### config.mk
export PLATFORM = sky130hd
export DESIGN_NAME = seq_alu
export DESIGN_NICKNAME = d
export VERILOG_FILES = /design/src/rtl/seq_alu.sv
export SDC_FILE = /design/constraint.sdc
export NUM_CORES = 1
export LEC_CHECK = 0
export CORE_ASPECT_RATIO = 1.4
export CORE_UTILIZATION = 41
export DETAILED_ROUTE_END_ITERATION = 6
export GPL_ROUTABILITY_DRIVEN = 0
export GPL_TIMING_DRIVEN = 0
export PLACE_DENSITY_LB_ADDON = 0.15
export REMOVE_ABC_BUFFERS = 1
export SYNTH_ARGS = -nofsm -noshare
export SYNTH_HDL_FRONTEND = slang
export SYNTH_SLANG_ARGS = --single-unit
### constraint.sdc
create_clock -name clk -period 2.9 [get_ports clk]
set_input_delay 0.87 -clock clk [delete_from_list [all_inputs] [get_ports clk]]
set_output_delay 0.87 -clock clk [all_outputs]
set_load 0.01 [all_outputs]
### src/rtl/seq_alu.sv
// seq_alu: registered multi-cycle ALU with valid/ready operand and result handshakes.
// Define SEQ_ALU_MUL_EN to build the iterative shift-add multiplier (op 1000).
module seq_alu #(
    parameter int WIDTH = 8
) (
    input  logic             clk,
    input  logic             rst_n,
    input  logic             in_valid,
    output logic             in_ready,
    input  logic [WIDTH-1:0] x,
    input  logic [WIDTH-1:0] y,
    input  logic [3:0]       op,
    output logic             out_valid,
    input  logic             out_ready,
    output logic [WIDTH-1:0] z,
    output logic             f_zero,
    output logic             f_ovf,
    output logic             f_carry
);

    localparam int SHW = $clog2(WIDTH);

    localparam logic [3:0] OP_ADD  = 4'b0000;
    localparam logic [3:0] OP_SUB  = 4'b0001;
    localparam logic [3:0] OP_NOT  = 4'b0010;
    localparam logic [3:0] OP_AND  = 4'b0011;
    localparam logic [3:0] OP_OR   = 4'b0100;
    localparam logic [3:0] OP_XOR  = 4'b0101;
    localparam logic [3:0] OP_SLT  = 4'b0110;
    localparam logic [3:0] OP_EQ   = 4'b0111;
    localparam logic [3:0] OP_SLTU = 4'b1001;
    localparam logic [3:0] OP_SHL  = 4'b1010;
    localparam logic [3:0] OP_SRA  = 4'b1011;

`ifdef SEQ_ALU_MUL_EN
    localparam logic [3:0] OP_MUL = 4'b1000;
    localparam logic [SHW:0] CNT_DONE = (SHW+1)'(WIDTH);

    typedef enum logic [1:0] {
        S_IDLE = 2'd0,
        S_BUSY = 2'd1,
        S_DONE = 2'd2
    } state_t;
`else
    typedef enum logic [1:0] {
        S_IDLE = 2'd0,
        S_DONE = 2'd2
    } state_t;
`endif

    state_t r_state;
    state_t w_next;

    logic [WIDTH-1:0] r_z;
    logic             r_zero;
    logic             r_ovf;
    logic             r_carry;

    logic             w_accept;
    logic             w_is_add;
    logic [WIDTH-1:0] w_b;
    logic [WIDTH:0]   w_sum;
    logic             w_sgn_ovf;
    logic             w_lt;
    logic             w_ltu;
    logic [SHW-1:0]   w_sh;
    logic [WIDTH-1:0] w_res;
    logic             w_res_ovf;
    logic             w_res_carry;
    logic             w_def;
    logic             w_res_zero;

    assign w_accept = (r_state == S_IDLE) && in_valid;

    // One adder serves ADD, SUB and both compares (x + ~y + 1 for all but ADD).
    assign w_is_add  = (op == OP_ADD);
    assign w_b       = w_is_add ? y : ~y;
    assign w_sum     = {1'b0, x} + {1'b0, w_b} + {{WIDTH{1'b0}}, ~w_is_add};
    assign w_sgn_ovf = (x[WIDTH-1] == w_b[WIDTH-1]) &&
                       (w_sum[WIDTH-1] != x[WIDTH-1]);
    assign w_lt      = w_sum[WIDTH-1] ^ w_sgn_ovf;
    assign w_ltu     = ~w_sum[WIDTH];
    assign w_sh      = y[SHW-1:0];

    always_comb begin
        w_res       = '0;
        w_res_ovf   = 1'b0;
        w_res_carry = 1'b0;
        w_def       = 1'b1;
        unique case (op)
            OP_ADD, OP_SUB: begin
                w_res       = w_sum[WIDTH-1:0];
                w_res_ovf   = w_sgn_ovf;
                w_res_carry = w_sum[WIDTH];
            end
            OP_NOT:  w_res = ~x;
            OP_AND:  w_res = x & y;
            OP_OR:   w_res = x | y;
            OP_XOR:  w_res = x ^ y;
            OP_SLT:  w_res = {{(WIDTH-1){1'b0}}, w_lt};
            OP_EQ:   w_res = {{(WIDTH-1){1'b0}}, (x == y)};
            OP_SLTU: w_res = {{(WIDTH-1){1'b0}}, w_ltu};
            OP_SHL:  w_res = x << w_sh;
            OP_SRA:  w_res = $signed(x) >>> w_sh;
            default: w_def = 1'b0;
        endcase
    end

    assign w_res_zero = w_def && (w_res == '0);

`ifdef SEQ_ALU_MUL_EN
    logic [2*WIDTH-1:0] r_acc;
    logic [WIDTH-1:0]   r_mpl;
    logic [WIDTH-1:0]   r_mcd;
    logic [SHW:0]       r_cnt;
    logic [WIDTH:0]     w_step;
    logic               w_is_mul;

    assign w_is_mul = (op == OP_MUL);

    // Add into the high half, then shift the whole accumulator right by one.
    assign w_step = {1'b0, r_acc[2*WIDTH-1:WIDTH]} +
                    (r_mpl[0] ? {1'b0, r_mcd} : '0);

    always_ff @(posedge clk or negedge rst_n) begin
        if (!rst_n) begin
            r_acc <= '0;
            r_mpl <= '0;
            r_mcd <= '0;
            r_cnt <= '0;
        end else if (w_accept && w_is_mul) begin
            r_acc <= '0;
            r_mpl <= y;
            r_mcd <= x;
            r_cnt <= '0;
        end else if (r_state == S_BUSY && r_cnt != CNT_DONE) begin
            r_acc <= {w_step, r_acc[WIDTH-1:1]};
            r_mpl <= r_mpl >> 1;
            r_cnt <= r_cnt + 1'b1;
        end
    end
`endif

    always_ff @(posedge clk or negedge rst_n) begin
        if (!rst_n) begin
            r_state <= S_IDLE;
        end else begin
            r_state <= w_next;
        end
    end

    always_comb begin
        w_next = r_state;
        unique case (r_state)
            S_IDLE: begin
                if (in_valid) begin
`ifdef SEQ_ALU_MUL_EN
                    w_next = w_is_mul ? S_BUSY : S_DONE;
`else
                    w_next = S_DONE;
`endif
                end
            end
`ifdef SEQ_ALU_MUL_EN
            S_BUSY: begin
                if (r_cnt == CNT_DONE) begin
                    w_next = S_DONE;
                end
            end
`endif
            S_DONE: begin
                if (out_ready) begin
                    w_next = S_IDLE;
                end
            end
            default: w_next = S_IDLE;
        endcase
    end

    always_ff @(posedge clk or negedge rst_n) begin
        if (!rst_n) begin
            r_z     <= '0;
            r_zero  <= 1'b0;
            r_ovf   <= 1'b0;
            r_carry <= 1'b0;
`ifdef SEQ_ALU_MUL_EN
        end else if (r_state == S_BUSY && r_cnt == CNT_DONE) begin
            r_z     <= r_acc[WIDTH-1:0];
            r_zero  <= (r_acc[WIDTH-1:0] == '0);
            r_ovf   <= 1'b0;
            r_carry <= |r_acc[2*WIDTH-1:WIDTH];
        end else if (w_accept && !w_is_mul) begin
`else
        end else if (w_accept) begin
`endif
            r_z     <= w_res;
            r_zero  <= w_res_zero;
            r_ovf   <= w_res_ovf;
            r_carry <= w_res_carry;
        end
    end

    assign in_ready  = (r_state == S_IDLE);
    assign out_valid = (r_state == S_DONE);
    assign z         = r_z;
    assign f_zero    = r_zero;
    assign f_ovf     = r_ovf;
    assign f_carry   = r_carry;

endmodule

==> flow_summary.json <==
{
  "p_int_mw": 0.585,
  "rsz0062_at_grt": "true",
  "hold_viol": 0,
  "syn_area_mm2": 0.00215,
  "clk_latency_ps": 240,
  "hp-class": "register to register",
  "rows": 30,
  "crit_type": "primary input to register",
  "cts.sinks": 12,
  "pwr-share-clk_pct": 19.1,
  "drt-initial-drc-count": 87,
  "synth-xor-area-share_pct": 5.70,
  "gr-total-overflow": 0,
  "wl_per_cell_um": 16.8,
  "cp.arrival_ps": 3210,
  "grt_pass1_vias": 2118,
  "hp-start": "z[2]$_DFFE_PN0P_",
  "leakage_nw": 1.26,
  "portBuffers": 36,
  "ys_ff_latch": 12,
  "n_fill_cell": 455,
  "power.density_mw_per_mm2": 316,
  "antenna_found_initial": 0,
  "endpoint_kind": "register",
  "critPathMaxFanout": 4,
  "path_clk_slew_ps": 50,
  "layout-drive-gt1-share_pct": 20.6,
  "start_util_pct": 43.4,
  "syn_inst": 275,
  "place_inst": 359,
  "ys_warn_count": 0,
  "num_vias": 2250,
  "grt_max_degree": 32,
  "fin_crit_sh_pct": 106,
  "drt_wl_total_mm": 6.37,
  "relSlewSlack_pct": 36.7,
  "postCtsHoldBufs": 0,
  "seqPwrFrac_pct": 22.0,
  "htree_levels": 1,
  "met1Wirelength_mm": 2.69,
  "status": "complete, but fails checks",
  "drc_errors": 0,
  "cts_buffer_depth": 2,
  "maxSlewViolCount": 0,
  "synth_edf_count": 0,
  "place_hpwl_mm": 4.57,
  "ys_dominant_reg_cell": "dfrtp_1",
  "switchingPower_mw": 0.347,
  "tightest_slew_ps": 937,
  "core-area_mm2": 0.00495,
  "vias_per_cell": 5.92,
  "synth_cell_types": 56,
  "syn_avg_cell_area_um2": 7.82,
  "area_growth_pct": 37.1,
  "worst_ep_required_time_ps": 3020,
  "totalPowerFinal_mw": 0.932,
  "finClkSkew_ps": 1.18,
  "switching_share_pct": 37.2,
  "crit_path_start": "op[1]",
  "grt_use_total_pct": 23.4,
  "fin_crit_ps": 3080,
  "drv_cap": 0,
  "numCtsBuffers": 3,
  "io_pins": 37,
  "die_h_um": 87.7,
  "final.setup.worst_slack_ps": -184,
  "finalSetupViolations": 4,
  "cts-root-buf": "clkbuf_8",
  "cts_tree": "done",
  "fin_cells": 380,
  "tns_ps": -443,
  "yosysTopAreaCellShare_pct": 14.0,
  "dr_wl_met2_mm": 3.33,
  "pre_cts_slack_ps": -2120,
  "synth_area_leader_cell": "dfrtp_1",
  "timing.rr.start": "r_state[1]$_DFFE_PN0P_",
  "drtPass1Iterations": 4,
  "met3_length_um": 184,
  "synthMuxAreaShare_pct": 9.72,
  "synth.area.top_cells": "dfrtp_1, ha_1, mux4_2, xnor2_1, nand2_1",
  "yosys.area_share.simple_pct": 23.3,
  "fp.dieArea_mm2": 0.00554,
  "ys_seq_area_share_pct": 14.0,
  "synth_top_family_by_area": "compound AO/OA/AOI/OAI gates",
  "die_w_um": 63.2,
  "vdd_ir_drop_max_uv": 128,
  "ant_nets": 0,
  "synth-compound-area-share_pct": 25.6,
  "grt_pass1_wl_mm": 10.2,
  "diodes": 0,
  "max_freq_mhz": 324,
  "fin_nets": 366,
  "power_frac_comb_pct": 58.9,
  "synth-async-reset-ratio_pct": 100,
  "whs_ps": 479,
  "cp-start-kind": "primary input",
  "synth-adder-area-share_pct": 14.9,
  "violations": "negative setup slack",
  "top_layer": "met4"
}
## flip-flops by register name (all words and copies together), names as in the netlist
register and flops:
z 8, f_carry 1, f_zero 1, f_ovf 1
r_state 1
## routing by layer
metal | track usage, % | vias to the layer above
met4 | 12.0 | 0
met1 | 26.6 | 1070
li1 | - | 1102
met2 | 43.6 | 66
met5 | 0 | -
met3 | 2.08 | 12
## cell type report
cell class / count / area, um2 / area share, %
inverter: 21 / 78.8 / 2.68
timing repair buffer: 53 / 527 / 17.9
tap: 64 / 80.1 / 2.72
clock buffer: 4 / 55.1 / 1.87
multi-input combinational: 226 / 1910 / 64.7
sequential: 12 / 300 / 10.2
## power by group through the flow
stage          Clock, mW  Sequential (mW)  Combinational, mW
2_1_floorplan          0            0.220              0.239
3_3_place_gp           0            0.207              0.439
3_5_place_dp           0            0.208              0.443
4_1_cts            0.183            0.205              0.505
5_1_grt            0.195            0.208              0.594
6_report           0.178            0.205              0.549
## repair_timing
item                                    4_1_cts  5_1_grt
pin swaps                                    17       19
resized for setup                            69       21
gates cloned                                  0        0
setup buffers                                15        3
endpoints found under the setup margin       11        7
## cell usage in the layout (no fill, tap or decap), types with 3 or more instances in the layout
cell type        count
a21o_1               3
clkdlybuf4s50_1     23
o21ai_1              5
a22oi_1              4
nand3_1              7
clkbuf_8             4
inv_1               20
o311a_1              3
ha_1                21
mux2i_1              4
a31oi_1              4
nand2b_1             7
a22o_1               4
buf_4               12
ha_4                 3
o22ai_1              5
nor2_1              20
nor2b_1              9
xnor2_1              7
mux4_2               7
a211oi_1             4
xnor2_2              5
dlymetal6s2s_1       3
nor4_1               3
nand2_1             24
dlygate4sd2_1        3
dfrtp_1             12
o21ai_0             17
nor3_1               8
buf_6                7
a21oi_1              8
nand4_1              3
## critical path: stages
cell and delay (ps):
buf_12 100, nor4_4 270, buf_6 170, buf_6 100, nand2_2 50, o21ai_2 60
fa_2 260, nor2b_4 60, o2111ai_2 210, nand3_2 120, a31o_4 260, o311a_1 300
nor2b_1 130, a32o_1 240
## Yosys cell counts (all sizes together), types with 3 or more instances
cell / number
a211oi: 4
nor4: 5
a22o: 4
o22ai: 5
nor2: 20
a21o: 3
a22oi: 4
a21oi: 9
mux4: 7
o311a: 3
buf: 3
nand4: 3
ha: 24
a31oi: 5
xnor2: 13
inv: 21
nor2b: 10
mux2i: 4
nand2b: 7
dfrtp: 12
o21ai: 23
nor3: 8
nand2: 26
clkbuf: 13
nand3: 9
## path summary, 6_finish.rpt
path,cells past startpoint,slack [ps],endpoint
max,14,-180,f_zero$_DFFE_PN0P_
max in group asynchronous,1,1580,f_carry$_DFFE_PN0P_
min,2,480,z[2]$_DFFE_PN0P_
max reg2reg,4,1520,z[3]$_DFFE_PN0P_
min reg2reg,2,480,z[2]$_DFFE_PN0P_
min in group asynchronous,1,980,z[1]$_DFFE_PN0P_
## logic make-up (layout without fill, tap and decap cells)
| logic type | count (synthesis) | after routing |
|---|---|---|
| muxes | 12 | 12 |
| xor gates and xnor gates | 14 | 14 |
| adders and majority gates | 25 | 25 |
| buffers and inverters | 37 | 78 |
| AOI/OAI and AO/OA | 78 | 78 |
| and+or+nand+nor | 97 | 97 |
| DFF | 12 | 12 |
## through the flow
step / instance area, um2 / utilization [%]
6_report: 2950 / 59.5
4_1_cts: 2810 / 56.8
2_1_floorplan: 2080 / -
5_1_grt: 2950 / 59.5
3_5_place_dp: 2520 / 50.9
3_3_place_gp: 2520 / 50.9
Power figures use the tool's default switching activity.
==> RTL edit 1, RTL diff (same flow settings) <==
Add a define of `SEQ_ALU_MUL_EN`.
--- a/src/rtl/seq_alu.sv
+++ b/src/rtl/seq_alu.sv
@@ -1,5 +1,7 @@
 // seq_alu: registered multi-cycle ALU with valid/ready operand and result handshakes.
 // Define SEQ_ALU_MUL_EN to build the iterative shift-add multiplier (op 1000).
+`define SEQ_ALU_MUL_EN
+
 module seq_alu #(
     parameter int WIDTH = 8
 ) (
Check against the original RTL: not equivalent (Yosys sat finds a counterexample within 4 cycles, from zero or initial values and one cycle with rst_n low).
==> RTL edit 1 against the unedited design <==
  * The run still ends with setup timing left
  * Synthesized area rose by 90%
  * Power rose to 3.0 times the old value
  * Final area rose by 69%
  * Setup slack improved by 130 ps
  * Fmax rose by 4.4%
  * Die area rose by 88%
  * Wire length rose by 83%
  * First-iteration DRC count rose to 2.5 times the old value
  * Combinational power rose by 100%
  * Sequential cell count rose by 37
  * Highest routed layer unchanged
==> RTL edit 1: results (changes against the unedited design) <==
status: "complete, but fails checks"
violations: "setup timing"
antenna-diode-count: 0  # unchanged
route.final.wire_length_um: 11670  # +83%
ys_warn_count: 0  # unchanged
clockRootBuffer: "clkbuf_16"
drt-vias-per-instance: 5.856  # -1.1%
min_path_type: "flip-flop to flip-flop"
vdd_ir_drop_max_mv: 0.2414  # +89%
first_global_vias: 3639  # +72%
ys_seq_area_share_pct: 29.96  # +16 points
clockBufferDepth: 2  # unchanged
grt_max_degree: 30  # -6.3%
cts_buffers: 5  # +2
largest_reg_flops: 16  # +8
h-tree-depth: 2  # +1
worstPathMaxFanout: 3  # -1
detail_route.first_pass.iterations: 5  # +1
largest-register: "r_acc"
setup_violations: 1  # -3
numPortBuffers: 36  # unchanged
arrival_ps: 3150  # -60 ps
finClkSkew_ps: 8.583  # +7.408 ps
drive_gt1_share_pct: 17.29  # -3.3 points
synthTopCellsByArea: "dfrtp_1, ha_1, nand2_1"
finalWorstSetupSlack_ps: -52.86  # +131.1 ps
yosysUniqueCellTypes: 54  # -3.6%
path_clk_slew_ps: 70  # +20 ps
grt_use_met2_pct: 41.12  # -2.5 points
grtUsageMet1_pct: 29.58  # +3.0 points
grt_first_pass_wirelength_um: 19020  # +87%
dp_slack_ps: -2093  # +31.51 ps
synth_commonest_cells: "nand2_1, dfrtp_1, ha_1"
finalNetCount: 569  # +55%
synth-main-ff-cell: "dfrtp_1"
clk_latency_ps: 300  # +60 ps
async_flop_share_pct: 100.0  # unchanged
antenna_found_initial: 0  # unchanged
relSlewSlack_pct: 38.29  # +1.6 points
drt-initial-drc-count: 221  # +150%
dp_hpwl_um: 8419  # +84%
gr-usage-all-layers_pct: 23.80  # +0.35 points
p_leak_uw: 0.002252  # +79%
grt_util_met3_pct: 2.935  # +0.85 points
## RTL edit 1: cells by family (layout without fill, tap and decap cells)
| logic type | count (synthesis) | after routing | synth area share [%] |
|---|---|---|---|
| compound gates | 131 | 131 | 22.20 |
| xor+xnor | 17 | 17 | 3.638 |
| fa+ha+maj | 37 | 37 | 11.68 |
| buf+inv | 53 | 90 | 5.166 |
| flops | 49 | 49 | 29.96 |
| mux | 25 | 25 | 7.674 |
| simple gates | 160 | 160 | 19.69 |
## RTL edit 1: final timing paths
path	startpoint	to	slack, ps	depth (start not counted)
max	op[3]	f_zero	-50	12
min	r_mpl[2]	r_mpl[2]	480	2
max reg2reg	r_cnt[0]	f_zero	180	8
min reg2reg	r_mpl[2]	r_mpl[2]	480	2
max in group asynchronous	rst_n	f_zero	1830	2
min in group asynchronous	rst_n	r_acc[14]	540	1
## RTL edit 1: cell type report
| class | count | area, um2 |
|---|---|---|
| Multi-Input combinational cell | 370 | 2784 |
| Clock inverter | 3 | 21.27 |
| Fill cell | 930 | 4576 |
| Sequential cell | 49 | 1226 |
| Timing Repair Buffer | 55 | 564.3 |
| Tap cell | 132 | 165.2 |
| Inverter | 27 | 102.6 |
| Clock buffer | 5 | 125.1 |
## RTL edit 1: per-layer routing
| layer | up-vias | share of wire, % |
|---|---|---|
| met4 | 0 | 3.2 |
| met3 | 23 | 4.4 |
| met1 | 1821 | 41 |
| met5 | - | 0 |
| met2 | 120 | 52 |
| li1 | 1790 | - |
## RTL edit 1: report_power, final
group	total, uW	internal, uW	switching [uW]
Sequential	1080	907	176
Combinational	1120	551	574
Clock	586	321	265
## RTL edit 1: worst max-delay path, stage by stage
cell      delay, ps
buf_12          100
nor4_4          300
buf_4           180
xnor2_2         120
fa_2            460
nand2b_1         80
a21oi_1          70
a211oi_2        240
o221ai_2        190
a211oi_2        200
nand4_1         130
o41ai_2         200
## RTL edit 1: timing repair
action | in CTS | in global routing
cloned | 1 | 0
pin swaps | 23 | 9
resized for setup | 82 | 18
setup buffers | 15 | 2
endpoints found under the setup margin | 49 | 27
## RTL edit 1: through the flow
stage	std cells	TNS, ps	area (um2)
floorplan	446	-1776	3983
global placement	614	-86590	4508
detailed placement	616	-50790	4541
CTS	640	0	4926
global route	641	-472.6	4989
finish	641	-52.86	4989
==> RTL edit 2, RTL diff (same settings) <==
Made on the original files. Remove the case item `OP_SRA` of the case on `op`.
--- a/src/rtl/seq_alu.sv
+++ b/src/rtl/seq_alu.sv
@@ -101,7 +101,6 @@
             OP_EQ:   w_res = {{(WIDTH-1){1'b0}}, (x == y)};
             OP_SLTU: w_res = {{(WIDTH-1){1'b0}}, w_ltu};
             OP_SHL:  w_res = x << w_sh;
-            OP_SRA:  w_res = $signed(x) >>> w_sh;
             default: w_def = 1'b0;
         endcase
     end
Behaviour: not the same (a bounded check fails within 4 cycles, from zero or initial values and one cycle with rst_n low).
==> RTL edit 2 against the unedited design <==
  * The flow still finishes with violations (setup timing)
  * Wire length fell by 10%
  * Worst hold slack got worse by 9.4 ps
  * Global-route usage rose by 1.7 points
  * Final cell count fell by 7.6%
  * Setup slack got worse by 45 ps
  * Sequential cell count did not move
  * Power rose by 1.7%
  * Count of clock-buffer cells in the layout did not move
  * Final area fell by 2.5%
  * Critical path depth did not move
  * Synthesized area fell by 11%
  * Non-clock buffer count rose by 10
  * Critical endpoint is now z[0]
  * Largest power group unchanged
==> RTL edit 2: results (changes against the unedited design) <==
status: "complete, but fails checks"
violations: "setup timing"
met1Wirelength_um: 2394  # -11%
finalWorstSetupSlack_ps: -228.8  # -44.89 ps
ys_seq_area_share_pct: 15.67  # +1.7 points
sequentialPowerShare_pct: 22.2  # +0.2 points
gr-usage-all-layers_pct: 25.14  # +1.7 points
finalNetCount: 341  # -6.8%
rrSetupSlack_ps: 860  # -660 ps
synth_compound_area_share_pct: 26.83  # +1.3 points
multi_input_area_share_pct: 60.71  # -4.0 points
grt_max_degree: 37  # +16%
comb.multi_input.count: 186  # -18%
grt_util_met3_pct: 1.869  # -0.21 points
dp_slack_ps: -2293  # -168.8 ps
synth_commonest_cells: "ha_1, inv_1, nand2_1"
swShare_pct: 36.58  # -0.64 points
yosysUniqueCellTypes: 59  # +5.4%
slowest_delay_ps: 300  # about the same
dp_hpwl_um: 3985  # -13%
grtUsageMet1_pct: 29.46  # +2.9 points
internal-power_uw: 601.1  # +2.7%
synthTopCellsByArea: "ha_1, dfrtp_1, inv_1"
route.final.wire_length_um: 5718  # -10%
stdcell_area_um2: 2873  # -2.5%
drive_gt1_share_pct: 29.07  # +8.5 points
wl_per_cell_um: 16.29  # -2.8%
drt-initial-drc-count: 94  # +8.0%
p_comb_uw: 557  # +1%
place_area_um2: 2297  # -8.9%
muxShareOfSynthArea_pct: 7.441  # -2.3 points
wl_met2_um: 3004  # -9.7%
grt_use_met2_pct: 44.44  # +0.85 points
dr_wl_met3_um: 176  # -4.3%
grt_first_pass_wirelength_um: 9591  # -5.8%
via_count: 1973  # -12%
min_path_type: "flip-flop to flip-flop"
clock_area_share_pct: 1.916  # +0.048 points
worstPathMaxFanout: 5  # +1
cpMaxStageDelayCell: "ha_4"
signal_buffer_area_fraction_pct: 21.08  # +3.2 points
place_inst: 320  # -11%
vdd_ir_drop_max_mv: 0.1417  # +11%
p_leak_uw: 0.001213  # -3.7%
finClkSkew_ps: 1.140  # -0.03550 ps
relSlewSlack_pct: 28.52  # -8.2 points
fillCellCount: 412  # -9.5%
synth_fa_ha_area_share_pct: 18.02  # +3.1 points
setup_violations: 7  # +3
n_all_buffers: 63  # +19%
synth_xor_area_share_pct: 5.940  # +0.24 points
## RTL edit 2: cell count changes in the layout (fill, tap and decap cells not counted), moves of 4 or more
| cell | unedited run | this run |
|---|---|---|
| buf_4 | 12 | 22 |
| o21ai_0 | 17 | 7 |
| mux4_2 | 7 | 2 |
| nor2b_1 | 9 | 3 |
| nor3_1 | 8 | 2 |
| nand3_1 | 7 | 3 |
| a22o_1 | 4 | 0 |
| nor2_1 | 20 | 10 |
| clkdlybuf4s50_1 | 23 | 27 |
| nand2_1 | 24 | 19 |
## RTL edit 2: worst paths after layout
kind,from,to,depth (start not counted)
max in group asynchronous,rst_n,z[5],1
max reg2reg,r_state[1],f_zero,6
min in group asynchronous,rst_n,f_zero,1
min reg2reg,f_ovf,f_ovf,2
min,f_ovf,f_ovf,2
max,op[2],z[0],14
## RTL edit 2: what timing repair did
item | CTS | global route
endpoints found under the hold margin | 0 | 0
pin swaps | 22 | 18
setup buffers | 23 | 4
hold buffers | 0 | 0
gates resized for setup | 84 | 15
setup endpoints to repair | 11 | 9
